===== src/rtl/wb_lcd_seq.sv =====
// Wishbone-fed HD44780 sequencer: power-up wait, fixed init list, then FIFO-queued
// commands driven with setup / E-pulse / hold / execution-time spacing.
module wb_lcd_seq #(
    parameter int clk_freq   = 100000000,
    parameter int fifo_depth = 4,
    parameter int t_setup    = 2,
    parameter int t_e_high   = 25,
    parameter int t_hold     = 2
) (
    input  logic        clk,
    input  logic        reset,
    input  logic [31:0] wb_adr_i,
    input  logic [31:0] wb_dat_i,
    output logic [31:0] wb_dat_o,
    input  logic [3:0]  wb_sel_i,
    input  logic        wb_stb_i,
    input  logic        wb_cyc_i,
    input  logic        wb_we_i,
    output logic        wb_ack_o,
    output logic        E,
    output logic        RS,
    output logic        RW,
    output logic [7:0]  Data_out
);
    localparam int SHORT = clk_freq / 25000;
    localparam int LONG  = clk_freq / 610;
    localparam int PWR   = clk_freq / 50;
    localparam int AW    = $clog2(fifo_depth);
    localparam int LW    = AW + 1;

    typedef enum logic [2:0] {PWRUP, INIT, SETUP, PULSE, HOLD, WAIT, IDLE} state_t;
    state_t state, state_nxt;

    logic [31:0]   cnt;
    logic [31:0]   dur;
    logic          last;
    logic          long_wait;
    logic [2:0]    init_idx;
    logic [8:0]    init_ent;
    logic          init_done;
    logic          ovf;
    logic [8:0]    fifo_mem [fifo_depth];
    logic [AW-1:0] rd_ptr, wr_ptr;
    logic [LW-1:0] level;
    logic          full, empty, busy;
    logic          bus_req, push, ctrl_wr, flush, clr_ovf, accept, pop;
    logic          e_nxt, load_init, load_fifo;
    logic [31:0]   status;
    logic          unused_ok;

    assign RW        = 1'b0;
    assign unused_ok = ^{wb_sel_i, wb_adr_i[31:3], wb_adr_i[1:0], wb_dat_i[31:9]};

    assign bus_req = wb_stb_i & wb_cyc_i & ~wb_ack_o;
    assign push    = bus_req & wb_we_i & ~wb_adr_i[2];
    assign ctrl_wr = bus_req & wb_we_i & wb_adr_i[2];
    assign flush   = ctrl_wr & wb_dat_i[1];
    assign clr_ovf = ctrl_wr & wb_dat_i[0];
    assign full    = (level == LW'(fifo_depth));
    assign empty   = (level == '0);
    assign pop     = load_fifo;
    // A pop on the same edge frees the slot a push into a full FIFO needs.
    assign accept  = push & (~full | pop);
    assign busy    = (state != IDLE) | ~empty;
    assign status  = {23'd0, 5'(level), ovf, init_done, full, busy};

    assign long_wait = ~RS & ((Data_out == 8'h01) | (Data_out == 8'h02));

    always_comb begin
        case (init_idx[1:0])
            2'd0:    init_ent = {1'b0, 8'h38};
            2'd1:    init_ent = {1'b0, 8'h0C};
            2'd2:    init_ent = {1'b0, 8'h01};
            default: init_ent = {1'b0, 8'h06};
        endcase
    end

    always_comb begin
        case (state)
            PWRUP:   dur = 32'(PWR);
            SETUP:   dur = 32'(t_setup);
            PULSE:   dur = 32'(t_e_high);
            HOLD:    dur = 32'(t_hold);
            WAIT:    dur = long_wait ? 32'(LONG) : 32'(SHORT);
            default: dur = 32'd1;
        endcase
    end
    assign last = (cnt == dur - 32'd1);

    always_ff @(posedge clk) begin
        if (reset) state <= PWRUP;
        else       state <= state_nxt;
    end

    // The end of WAIT makes the INIT/IDLE decision itself, so entries are
    // spaced by exactly setup + pulse + hold + wait.
    always_comb begin
        state_nxt = state;
        case (state)
            PWRUP: if (last) state_nxt = INIT;
            INIT:  state_nxt = SETUP;
            SETUP: if (last) state_nxt = PULSE;
            PULSE: if (last) state_nxt = HOLD;
            HOLD:  if (last) state_nxt = WAIT;
            WAIT:  if (last) state_nxt = ((init_idx < 3'd4) || !empty) ? SETUP : IDLE;
            IDLE:  if (!empty) state_nxt = SETUP;
            default: state_nxt = PWRUP;
        endcase
    end

    always_comb begin
        e_nxt     = (state_nxt == PULSE);
        load_init = (state_nxt == SETUP) && (state != SETUP) && (init_idx < 3'd4);
        load_fifo = (state_nxt == SETUP) && (state != SETUP) && (init_idx == 3'd4);
    end

    always_ff @(posedge clk) begin
        if (reset) begin
            cnt       <= '0;
            E         <= 1'b0;
            RS        <= 1'b0;
            Data_out  <= 8'h00;
            init_idx  <= '0;
            init_done <= 1'b0;
            ovf       <= 1'b0;
            rd_ptr    <= '0;
            wr_ptr    <= '0;
            level     <= '0;
            wb_ack_o  <= 1'b0;
            wb_dat_o  <= '0;
        end else begin
            cnt <= ((state_nxt != state) || (state == IDLE)) ? 32'd0 : cnt + 32'd1;
            E   <= e_nxt;
            if (load_init) begin
                {RS, Data_out} <= init_ent;
                init_idx       <= init_idx + 3'd1;
            end else if (load_fifo) begin
                {RS, Data_out} <= fifo_mem[rd_ptr];
            end
            if ((state == WAIT) && last && (init_idx == 3'd4))
                init_done <= 1'b1;

            wb_ack_o <= bus_req;
            wb_dat_o <= (bus_req && !wb_we_i && !wb_adr_i[2]) ? status : 32'd0;

            if (flush) begin
                rd_ptr <= '0;
                wr_ptr <= '0;
                level  <= '0;
            end else begin
                if (pop)    rd_ptr <= rd_ptr + AW'(1);
                if (accept) wr_ptr <= wr_ptr + AW'(1);
                level <= level + LW'(accept) - LW'(pop);
            end

            if (clr_ovf)                   ovf <= 1'b0;
            else if (push && full && !pop) ovf <= 1'b1;
        end
    end

    always_ff @(posedge clk) begin
        if (accept) fifo_mem[wr_ptr] <= wb_dat_i[8:0];
    end
endmodule


===== config.mk =====
export PLATFORM = sky130hd
export DESIGN_NAME = wb_lcd_seq
export DESIGN_NICKNAME = d
export VERILOG_FILES = /design/src/rtl/wb_lcd_seq.sv
export SDC_FILE = /design/constraint.sdc
export NUM_CORES = 1
export LEC_CHECK = 0
export ABC_AREA = 1
export CAP_MARGIN = 40
export CORE_MARGIN = 8
export CORE_UTILIZATION = 30
export CTS_BUF_LIST = sky130_fd_sc_hd__clkbuf_16
export CTS_CLUSTER_DIAMETER = 40
export DETAILED_ROUTE_END_ITERATION = 10
export GPL_ROUTABILITY_DRIVEN = 1
export SETUP_SLACK_MARGIN = 0.02
export SLEW_MARGIN = 20
export SYNTH_ARGS = -nofsm -noshare
export SYNTH_HDL_FRONTEND = slang
export SYNTH_SLANG_ARGS = --single-unit

===== constraint.sdc =====
create_clock -name clk -period 5.09 [get_ports clk]
set_clock_uncertainty 0.1 [all_clocks]
set_input_delay 1.2725 -clock clk [delete_from_list [all_inputs] [get_ports clk]]
set_output_delay 1.2725 -clock clk [all_outputs]
set_load 0.05 [all_outputs]

; Word-level counts from Yosys, hierarchy flattened
; Memory sizes are Yosys's and may differ from the RTL's. A register that Yosys moved wholly into a read port is not among the register bits.
; Cells that the tools add are included.
[word_totals]
in_bits = 73
ramBits = 36
mem_count = 1
output_inout_bits = 44
elab_cells = 102
regBits = 90
[classes]
eq_ne = 18
bitwise = 18
n_reduce_logical = 24
order_cmp = 1
n_addsub = 7
n_mux = 19
[memory_table]
columns = memory, words, width, rd, rd_ports_with_merged_regs, write_ports, line
row1 = fifo_mem, 4, 9, 1, 1, 1, 42  ; logic [8:0] fifo_mem [fifo_depth];
[ops]
columns = op, count
row1 = $pmux W21 S4, 1
row2 = $add A32 B1 Y32 const B, 1
row3 = $eq A32 B32 Y1, 1
row4 = $sub A32 B1 Y32 const B, 1
row5 = $mux W3, 7
row6 = $pmux W3 S7, 1
row7 = $mux W18, 1
row8 = $pmux W6 S3, 1
row9 = $mux W8, 2
row10 = $eq A3 B3 Y1 const B, 5
row11 = $eq A3 B2 Y1 const B, 4
row12 = $reduce_or A2 Y1, 5
row13 = $and A1 B1 Y1, 9
row14 = $logic_and A1 B1 Y1, 9
row15 = $eq A8 B1 Y1 const B, 1
row16 = $eq A8 B2 Y1 const B, 1
row17 = $logic_not A3 Y1, 2
row18 = $not A1 Y1, 6
row19 = $add A2 B1 Y2 const B, 2
row20 = $logic_not A1 Y1, 4
row21 = $mux W1, 4
row22 = $mux W2, 2
row23 = $add A3 B1 Y3, 1
row24 = $add A3 B1 Y3 const B, 1
row25 = 12 further kinds, 15

; Longest topological paths before layout
; Gate-level depths: netlist of run 1.
[depth]
depth_word = 16
depth_mapped = 29
mapped_depth_nobuf = 29

; Worst setup path after synthesis of run 1
; OpenSTA, ideal clock, no wires.
[synth_timing]
kind = register to register
start = register Data_out[0]
end = register level[2]
path_stages_with_launch = 30
t_arrival_ns = 3.948
path_slack_ns = 0.911
cell_sequence = dfxtp_1 -> inv_1 -> nand2_1 -> nand2_1 -> nor2_1 -> nand3_4 -> nand2_1 -> inv_1 -> ha_1 -> nand4_4 -> inv_1 -> nand2_1 -> nand2_1 -> nor3_2 -> nand2_1 -> nor2_4 -> nand2_2 -> nand2_1 -> nand2_1 -> a21oi_1 -> nand4_2 -> nand2_1 -> nand2_2 -> xor2_1 -> ha_1 -> inv_1 -> fa_1 -> xor2_1 -> inv_1 -> nor2_1
[synth_between]
elab_chain_cells = 16
[synth_rtl]
columns = element, line
row1 = from (decl), 23  ; output logic [7:0] Data_out
row2 = from (signal assigned), 135  ; {RS, Data_out} <= init_ent;
row3 = from (signal assigned), 138  ; {RS, Data_out} <= fifo_mem[rd_ptr];
row4 = $eq A8 B1 Y1 or $eq A8 B2 Y1 (tied branches), 67  ; assign long_wait = ~RS & ((Data_out == 8'h01) | (Data_out == 8'h02));
row5 = $or A1 B1 Y1 (*), 67
row6 = $and A1 B1 Y1 (*), 67
row7 = $mux W18 (*), 84  ; WAIT: dur = long_wait ? 32'(LONG) : 32'(SHORT);
row8 = $pmux W21 S4 (*), 79  ; case (state)
row9 = $sub A32 B1 Y32 (*), 88  ; assign last = (cnt == dur - 32'd1);
row10 = $eq A32 B32 Y1 (*), 88
row11 = $mux W3 (on tied branches), -
row12 = $pmux W3 S7 (*), 99  ; case (state)
row13 = $eq A3 B2 Y1 (*), 114  ; load_fifo = (state_nxt == SETUP) && (state != SETUP) && (init_idx == 3'd4);
row14 = $logic_and A1 B1 Y1 (*) (2 in series), 114
row15 = $or A1 B1 Y1, 63  ; assign accept = push & (~full | pop);
row16 = $and A1 B1 Y1, 63
row17 = $add A3 B1 Y3, 153  ; level <= level + LW'(accept) - LW'(pop);
row18 = $sub A3 B1 Y3 (*), 153
row19 = to (signal assigned), 153
row20 = to (decl), 44  ; logic [LW-1:0] level;
; Mark *: on every way between the ends. The rest lies on a longest branch, timed or not.
; A chain may end at the register's enable or synchronous reset.

; Final worst setup path of run 1
[layout_timing]
start = register state[2]
end = register level[2]
[layout_between]
elab_chain_cells = 14
[layout_rtl]
columns = element, line
row1 = from (decl), 32  ; state_t state, state_nxt;
row2 = from (signal assigned), 92  ; else state <= state_nxt;
row3 = $eq A3 B3 Y1 or $eq A3 B2 Y1 (tied branches), "79, 99"
row4 = $reduce_or A2 Y1 (no source line), -
row5 = $pmux W21 S4, 79
row6 = $sub A32 B1 Y32, 88
row7 = $eq A32 B32 Y1, 88
row8 = $mux W3 (on tied branches), -
row9 = $pmux W3 S7, 99
row10 = $eq A3 B2 Y1, 114
row11 = $logic_and A1 B1 Y1 (*) (2 in series), 114
row12 = $or A1 B1 Y1, 63
row13 = $and A1 B1 Y1, 63
row14 = $add A3 B1 Y3, 153
row15 = $sub A3 B1 Y3 (*), 153
; Marked as above.

==> results of run 1 <==
-- report_power, final --
part	total, mW	switching, mW	internal (mW)
Sequential	0.858	0.00387	0.854
Clock	0.698	0.346	0.352
Combinational	0.0857	0.0672	0.0185
-- through the flow --
| step | util | hold WS, ps | instances | setup slack [ps] | power (mW) |
|---|---|---|---|---|---|
| finish | 0.351 | 351 | 919 | 574 | 1.64 |
| CTS | 0.351 | 363 | 919 | 527 | 1.67 |
| detailed placement | 0.333 | 349 | 903 | 558 | 0.963 |
| global placement | 0.333 | 343 | 903 | 583 | 0.963 |
| global route | 0.351 | 383 | 919 | 213 | 1.71 |
| floorplan | - | 316 | 676 | 911 | 0.955 |
-- layer usage --
| metal | up-vias | global-route usage |
|---|---|---|
| li1 | 2160 | - |
| met1 | 1854 | 0.112 |
| met2 | 57 | 0.183 |
| met3 | 6 | 0.0293 |
| met4 | 0 | 0.0286 |
| met5 | - | 0 |
-- flip-flops by register name (all words and copies together) (netlist names), named ones only --
name and cells:
init_idx 3, wb_dat_o 7, rd_ptr 2, E 1, Data_out 8, RS 1
wb_ack_o 1, cnt 32, ovf 1, level 3, state 3, fifo_mem 36
init_done 1, wr_ptr 2
-- final cells by class --
cell class	instances	share of cell area
clock buffers	9	0.0374
clock inverters	7	0.0135
flip-flops and latches	103	0.402
inverters	85	0.0530
multi-input cells	451	0.385
well taps	225	0.0467
repair buffers	39	0.0619
-- path summary, 6_finish.rpt --
check,to,slack [ps],cells after the start
max,level[2],570,27
min,wb_dat_o[2],350,2
max reg2reg,level[2],570,27
min reg2reg,wb_dat_o[2],350,2
-- worst max-delay path: stages (launching register included) --
cell	delay, ps
dfxtp_1	510
nand3_2	200
inv_2	200
nand3_4	160
nand2_1	90
inv_1	40
ha_1	250
nand4_4	240
inv_1	200
nand2_1	100
nand3_1	60
nor2_1	140
nand2_1	130
nor2_4	180
nand2_2	80
nand2_1	70
nand2_1	60
a21oi_1	160
nand4_2	120
nand2_1	140
nand2_2	120
xor2_1	160
ha_1	160
inv_1	50
fa_1	380
xor2_1	170
inv_1	50
nor2_1	30
-- cells by family after synthesis --
kind of cell / synth area share
DFF: 0.464
other: 0.000718
adders and majority gates: 0.0302
and+or+nand+nor: 0.291
AOI/OAI and AO/OA: 0.0817
buffers and inverters: 0.109
xor gates and xnor gates: 0.0235
-- cells in the mapped netlist, drive strengths merged --
cell type  count  area, um2
nor3          18        111
a31oi          3       18.8
clkbuf         6       22.5
o21ai         30        154
nand3b         3       22.5
o211ai         2       15.0
nand3         52        283
nor2          91        380
a21oi         35        175
o22ai          9       56.3
ha            11        138
or2            4       25.0
conb           1       3.75
nor4           7       43.8
buf           31        228
edfxtp        36       1080
fa             1       20.0
o21a           1       7.51
inv           84        315
nand4         10       90.1
dfxtp         67       1340
nor3b          9       67.6
nand2        125        494
xnor2          1       8.76
clkinv         1       3.75
xor2          13        114
==> impl_metrics.py, run 1 <==
metrics = {
    "run_status": {
        "status": "finished, final reports clean",
    },
    "route": {
        "vias_per_cell": 4.44,
        "drc": 0,
        "wl_per_cell_um": 11.8,
        "drt_wl_total_mm": 10.9,
        "met3_length_um": 466,
        "wl_met1_mm": 4.77,
        "vias": 4077,
        "drtIter0Drc": 158,
        "route.met2.wl_mm": 5.59,
        "top_layer": "met4",
        "ant_nets": 0,
        "firstDrtPassIters": 4,
    },
    "clock_network": {
        "clockRootBuffer": "clkbuf_16",
        "clk_pin_slew_ps": 80,
        "cts_tree": "built",
        "cts-resized-gates": 0,
        "cts_sinks": 103,
        "post_cts_buffers": 0,
        "hold_buffers": 0,
        "cts_buffers": 9,
        "htree_levels": 3,
        "clockBufferDepth": 2,
        "clk_latency_ps": 350,
    },
    "pwr": {
        "power_density_nw_per_um2": 273,
        "worst_ir_drop_vdd_uv": 253,
        "p_leak_nw": 2.20,
    },
    "setup_path": {
        "crit_path_start_kind": "flip-flop",
        "critPathArrivalTime_ps": 4640,
        "critPathKind": "flip-flop to flip-flop",
        "worstReg2RegStart": "state[2]",
        "cp_data_required_time_ps": 5210,
        "critical_path.max_fanout": 16,
        "crit_path_start": "state[2]",
        "end_kind": "flip-flop",
    },
    "cells_and_area": {
        "fillers": 1844,
        "final_area_um2": 6020,
        "multi_input_area_um2": 2320,
        "register_area_um2": 2420,
        "layout_common_cells": "117 x nand2_1, 85 x nor2_1, 79 x inv_1",
        "final_common_cell": "nand2_1",
        "drive_gt1_frac": 0.0793,
        "nNetsFinal": 774,
        "synthToLayoutAreaGrowth_pct": 15.4,
        "n_antenna_cell": 0,
    },
    "global_routing": {
        "grt_max_degree": 26,
        "track_usage": 0.101,
        "grt-ovfl-total": 0,
        "antenna_found_initial": 0,
        "grt_pass1_vias": 3896,
        "grt_pass1_wl_mm": 18.0,
    },
    "synth": {
        "ys_ff_latch": 103,
        "avgSynthCellArea_um2": 8.02,
        "synthDistinctLibCells": 44,
        "synthCells": 651,
        "synth_area_um2": 5220,
        "yosysWarnings": 0,
        "ys_seq_area_frac": 0.464,
    },
    "hold_path": {
        "hold_class": "flip-flop to flip-flop",
        "min_from": "init_done",
    },
    "sta": {
        "fmax_ghz": 0.221,
        "hold_viol": 0,
        "fin_crit_ps": 4520,
        "rsz0062_at_grt": "false",
        "finalSetupTns_ps": 0,
        "finalCritPeriodShare": 0.887,
        "slew_headroom": 0.583,
        "max_slew.worst_pin.slew_ps": 620,
        "setup_viol": 0,
        "drv_slew": 0,
    },
    "placement": {
        "post_dp_cell_area_um2": 5720,
        "port_buffers": 32,
        "hpwl_mm": 8.07,
        "finalWeightedCongestion": 0.766,
    },
    "run": {
        "maxCapViolations": 0,
    },
    "die": {
        "io_pins": 117,
        "chipWidth_um": 148,
        "coreArea_um2": 17200,
        "dieArea_um2": 21900,
        "initial_core_util": 0.304,
        "die_h_um": 148,
        "rows": 48,
    },
}
No activity file was read; power rests on OpenSTA's default activity.
==> inputs of run 2 (changes only) <==
--- a/config.mk
+++ b/config.mk
@@ -8,11 +8,12 @@
 export ABC_AREA = 1
 export CAP_MARGIN = 40
 export CORE_MARGIN = 8
-export CORE_UTILIZATION = 30
+export CORE_UTILIZATION = 49
 export CTS_BUF_LIST = sky130_fd_sc_hd__clkbuf_16
 export CTS_CLUSTER_DIAMETER = 40
 export DETAILED_ROUTE_END_ITERATION = 10
 export GPL_ROUTABILITY_DRIVEN = 1
+export PLACE_DENSITY = 0.78
 export SETUP_SLACK_MARGIN = 0.02
 export SLEW_MARGIN = 20
 export SYNTH_ARGS = -nofsm -noshare
==> run 2 against run 1 <==
  * Non-clock buffer count is 1 lower
  * Total power is 0.82% higher
  * Core utilization is 22 points higher
  * Register-to-register slack worse by 60 ps
  * Setup slack worse by 63 ps
  * Cell count is 9.8% lower
  * Design area is 1.5% lower
  * Largest cell class unchanged
==> impl_metrics.py, run 2 (synthesized netlist as in run 1, its figures left out) <==
metrics = {
    "placement": {
        "finalWeightedCongestion": 0.825,
        "place_ws_ps": 471,
        "post_dp_cell_area_um2": 5610,
        "port_buffers": 32,
        "hpwl_mm": 7.97,
    },
    "cells_and_area": {
        "synthToLayoutAreaGrowth_pct": 13.7,
        "n_antenna_cell": 0,
        "final_common_cell": "nand2_1",
        "drive_gt1_frac": 0.0808,
        "fin_util": 0.575,
        "largest_reg_flops": 36,
        "top_regs": "fifo_mem x36, cnt x32, Data_out x8",
        "fillers": 902,
        "final_area_um2": 5930,
        "multi_input_area_um2": 2330,
        "register_area_um2": 2420,
        "regMostFlops": "fifo_mem",
        "nNetsFinal": 773,
        "layout_common_cells": "117 x nand2_1, 85 x nor2_1, 79 x inv_1",
    },
    "sta": {
        "rsz0062_at_grt": "false",
        "hold_viol": 0,
        "setup_viol": 0,
        "fmax_ghz": 0.218,
        "finalCritPeriodShare": 0.900,
        "fin_crit_ps": 4580,
        "max_slew.worst_pin.slew_ps": 618,
        "fin_ws_ps": 511,
        "slew_headroom": 0.585,
        "finalSetupTns_ps": 0,
        "drv_slew": 0,
    },
    "pwr": {
        "p_total_mw": 1.66,
        "p_comb_frac": 0.052,
        "p_leak_nw": 2.21,
        "power.switching_mw": 0.424,
        "p_int_mw": 1.23,
        "seqPwrFrac": 0.518,
        "power_density_nw_per_um2": 279,
        "worst_ir_drop_vdd_uv": 198,
        "p_sw_frac": 0.256,
        "p_clk_frac": 0.430,
    },
    "clock_network": {
        "clk_latency_ps": 350,
        "htree_levels": 3,
        "cts_tree": "built",
        "clk_pin_slew_ps": 80,
        "cts_buffers": 9,
        "clockBufferDepth": 2,
        "cts_sinks": 103,
        "post_cts_buffers": 0,
        "clockRootBuffer": "clkbuf_16",
    },
    "global_routing": {
        "grt_pass1_wl_mm": 17.9,
        "busiest_layer": "met2",
        "grt-ovfl-total": 0,
        "antenna_found_initial": 0,
        "grt_max_degree": 24,
        "met1_usage": 0.159,
        "grt_pass1_vias": 4093,
        "track_usage": 0.150,
        "met2_usage": 0.279,
        "use_met3": 0.0373,
    },
    "setup_path": {
        "ff2ff_setup_slack_ps": 510,
        "cp_data_required_time_ps": 5210,
        "crit_slowest_cell": "dfxtp_1",
        "critPathArrivalTime_ps": 4700,
        "regToRegEndpoint": "level[2]",
        "cpPeakStageDelay_ps": 410,
        "crit_family": "simple AND/OR/NAND/NOR gates",
        "crit_path_start_kind": "flip-flop",
        "critical_path.max_fanout": 16,
        "critPathKind": "flip-flop to flip-flop",
        "worstReg2RegStart": "Data_out[1]",
        "crit_path_start": "Data_out[1]",
        "end_kind": "flip-flop",
        "ff2ff_path_depth": 29,
        "cp_num_buf_inv": 5,
        "cp_common_cell": "nand2_1",
    },
    "die": {
        "rows": 37,
        "coreArea_um2": 10300,
        "chipWidth_um": 119,
        "die_h_um": 119,
        "io_pins": 117,
        "dieArea_um2": 14200,
        "initial_core_util": 0.506,
    },
    "route": {
        "vias": 4267,
        "firstDrtPassIters": 6,
        "drc": 0,
        "wl_per_cell_um": 13.1,
        "ant_nets": 0,
        "vias_per_cell": 5.15,
        "drtIter0Drc": 296,
        "drt_wl_total_mm": 10.8,
    },
    "hold_path": {
        "whs_path_depth": 2,
        "hold_class": "flip-flop to flip-flop",
        "worstHoldEndpoint": "wb_dat_o[2]",
        "min_from": "init_done",
    },
    "run": {
        "maxCapViolations": 0,
    },
    "run_status": {
        "status": "finished, final reports clean",
    },
}
==> run 2: power by group through the flow <==
stage               Clock [mW]  Combinational, mW  Sequential (mW)
finish                   0.711             0.0862            0.858
detailed placement           0             0.0852            0.877
floorplan                    0             0.0767            0.878
CTS                      0.723             0.0855            0.858
global placement             0             0.0823            0.877
global route             0.757             0.0916            0.859
==> run 2: worst min-delay path, cell delays in order, from the launching register on <==
cell and delay [ps]:
dfxtp_1 300, inv_1 60, nor2_1 40
==> run 2: routing by layer <==
layer	wire length [um]	share of wire	up-vias
met3	603	0.056	20
met2	5720	0.53	118
met4	202	0.019	0
met5	0	0	-
li1	-	-	2153
met1	4320	0.40	1976
==> run 2: final cells by class <==
cell class	instances	share of cell area
multi-input cells	451	0.392
well taps	136	0.0287
clock inverters	7	0.0158
inverters	85	0.0538
clock buffers	9	0.0380
flip-flops and latches	103	0.409
repair buffers	38	0.0628
==> run 2: worst max path at each step <==
stage / endpoint / slack (ps) / depth (start not counted)
6_report: level[2] / 510 / 29
5_1_grt: level[2] / 30 / 29
4_1_cts: level[2] / 450 / 27
3_5_place_dp: level[2] / 470 / 27
3_3_place_gp: level[2] / 600 / 27
2_1_floorplan: level[2] / 910 / 29
==> run 2: what timing repair did <==
item | 4_1_cts | 5_1_grt
endpoints found under the setup margin | 0 | 1
hold buffers | 0 | 0
resized for setup | 0 | 3
==> run 2: stage by stage <==
stage,instances,hold WS (ps)
3_5_place_dp,813,332
3_3_place_gp,812,333
4_1_cts,829,349
2_1_floorplan,676,316
5_1_grt,829,378
6_report,829,345
==> inputs of run 3 (changes only) <==
--- a/config.mk
+++ b/config.mk
@@ -9,7 +9,6 @@
 export CAP_MARGIN = 40
 export CORE_MARGIN = 8
 export CORE_UTILIZATION = 49
-export CTS_BUF_LIST = sky130_fd_sc_hd__clkbuf_16
 export CTS_CLUSTER_DIAMETER = 40
 export DETAILED_ROUTE_END_ITERATION = 10
 export GPL_ROUTABILITY_DRIVEN = 1
==> run 3 against run 2 <==
  * Core utilization is 1.0 points lower
  * Routed wire length is 1.6% lower
  * Non-clock buffer count stayed put
  * Sequential share of layout area is 0.75 points higher
  * Fmax is 0.63% higher
  * Total power is 10% lower
  * Die area stayed put
  * Design area is 1.8% lower
==> impl_metrics.py, run 3 (synthesized netlist as in run 1, its figures left out) <==
metrics = {
    "route": {
        "ant_nets": 0,
        "firstDrtPassIters": 5,
        "wl_per_cell_um": 12.9,
        "drtIter0Drc": 256,
        "drc": 0,
        "vias_per_cell": 5.09,
        "vias": 4222,
        "drt_wl_total_mm": 10.7,
    },
    "cells_and_area": {
        "multi_input_area_um2": 2320,
        "register_area_um2": 2420,
        "synthToLayoutAreaGrowth_pct": 11.6,
        "final_common_cell": "nand2_1",
        "fillers": 914,
        "fin_util": 0.564,
        "n_antenna_cell": 0,
        "nNetsFinal": 773,
        "regMostFlops": "fifo_mem",
        "largest_reg_flops": 36,
        "top_regs": "fifo_mem x36, cnt x32, Data_out x8",
        "drive_gt1_frac": 0.0808,
        "layout_common_cells": "117 x nand2_1, 85 x nor2_1, 79 x inv_1",
    },
    "sta": {
        "setup_viol": 0,
        "rsz0062_at_grt": "false",
        "finalCritPeriodShare": 0.894,
        "slew_headroom": 0.587,
        "drv_slew": 0,
        "hold_viol": 0,
        "max_slew.worst_pin.slew_ps": 619,
        "fin_crit_ps": 4550,
        "fmax_ghz": 0.220,
        "finalSetupTns_ps": 0,
    },
    "pwr": {
        "worst_ir_drop_vdd_uv": 237,
        "p_leak_nw": 2.16,
        "power_density_nw_per_um2": 255,
    },
    "die": {
        "io_pins": 117,
        "rows": 37,
        "chipWidth_um": 119,
        "dieArea_um2": 14200,
        "coreArea_um2": 10300,
        "initial_core_util": 0.506,
        "die_h_um": 119,
    },
    "setup_path": {
        "cp_common_cell": "nand2_1",
        "cp_data_required_time_ps": 5250,
        "end_kind": "flip-flop",
        "critPathKind": "flip-flop to flip-flop",
        "crit_path_start_kind": "flip-flop",
        "cpPeakStageDelay_ps": 430,
        "critical_path.max_fanout": 16,
        "critPathArrivalTime_ps": 4710,
        "crit_slowest_cell": "dfxtp_1",
    },
    "placement": {
        "finalWeightedCongestion": 0.825,
        "port_buffers": 32,
        "hpwl_mm": 7.97,
    },
    "global_routing": {
        "grt_max_degree": 24,
        "track_usage": 0.147,
        "grt-ovfl-total": 0,
        "grt_pass1_wl_mm": 17.6,
        "antenna_found_initial": 0,
        "grt_pass1_vias": 4055,
    },
    "clock_network": {
        "cts_tree": "built",
        "htree_levels": 3,
        "clk_latency_ps": 370,
        "clockRootBuffer": "clkbuf_8",
        "post_cts_buffers": 0,
        "clk_pin_slew_ps": 120,
        "clockBufferDepth": 2,
        "cts_buffers": 9,
        "cts_sinks": 103,
    },
    "hold_path": {
        "hold_class": "flip-flop to flip-flop",
    },
    "run_status": {
        "status": "finished, final reports clean",
    },
    "run": {
        "maxCapViolations": 0,
    },
}
[run 3: cell types whose count changed in the layout (fill, tap and decap cells not counted)]
cell and delta:
nor2_4 -1, clkbuf_8 +9, clkbuf_16 -9, nor2_2 +1
[run 3: layout make-up]
class                      count  area share
sequential                   103       0.416
timing repair buffer          38      0.0640
tap                          136      0.0292
clock inverter                 7      0.0161
multi-input combinational    451       0.399
clock buffer                   9      0.0213
inverter                      85      0.0548
[run 3: worst paths after layout]
| kind | slack [ps] | end | startpoint | cells after the start |
|---|---|---|---|---|
| max reg2reg | 540 | level[2] | Data_out[1] | 29 |
| min | 350 | wb_dat_o[2] | init_done | 2 |
| max | 540 | level[2] | Data_out[1] | 29 |
| min reg2reg | 350 | wb_dat_o[2] | init_done | 2 |
[run 3: critical path, delay by kind of cell, from the launching register on]
| family | cells | cell delay [ps] |
|---|---|---|
| adders and majority gates | 3 | 770 |
| DFF | 1 | 430 |
| buffers and inverters | 5 | 410 |
| xor gates and xnor gates | 2 | 340 |
| and+or+nand+nor | 19 | 2360 |
[run 3: metal layers]
metal | global-route usage | vias up | wire, um
li1 | - | 2145 | -
met1 | 0.154 | 1968 | 4400
met2 | 0.277 | 92 | 5560
met3 | 0.0378 | 17 | 520
met4 | 0.0522 | 0 | 197
met5 | 0 | - | 0
[run 3: report_power, final]
part	total [mW]	internal [mW]	switching, mW
logic	0.0860	0.0191	0.0670
clock network	0.540	0.204	0.337
registers	0.859	0.855	0.00402
total	1.49	1.08	0.408
[run 3: timing repair]
| item | in CTS | in global routing |
|---|---|---|
| resized for setup | 0 | 2 |
| hold buffers | 0 | 0 |
| setup endpoints to repair | 0 | 1 |
[run 3: stage by stage]
step / instance area [um2] / std cells / worst slack [ps] / hold WS (ps) / power [mW]
floorplan: 5310 / 676 / 911 / 316 / 0.955
CTS: 5820 / 829 / 462 / 348 / 1.49
finish: 5830 / 829 / 540 / 345 / 1.49
global route: 5830 / 829 / 33.8 / 380 / 1.53
global placement: 5590 / 812 / 604 / 333 / 0.959
detailed placement: 5610 / 813 / 471 / 332 / 0.963
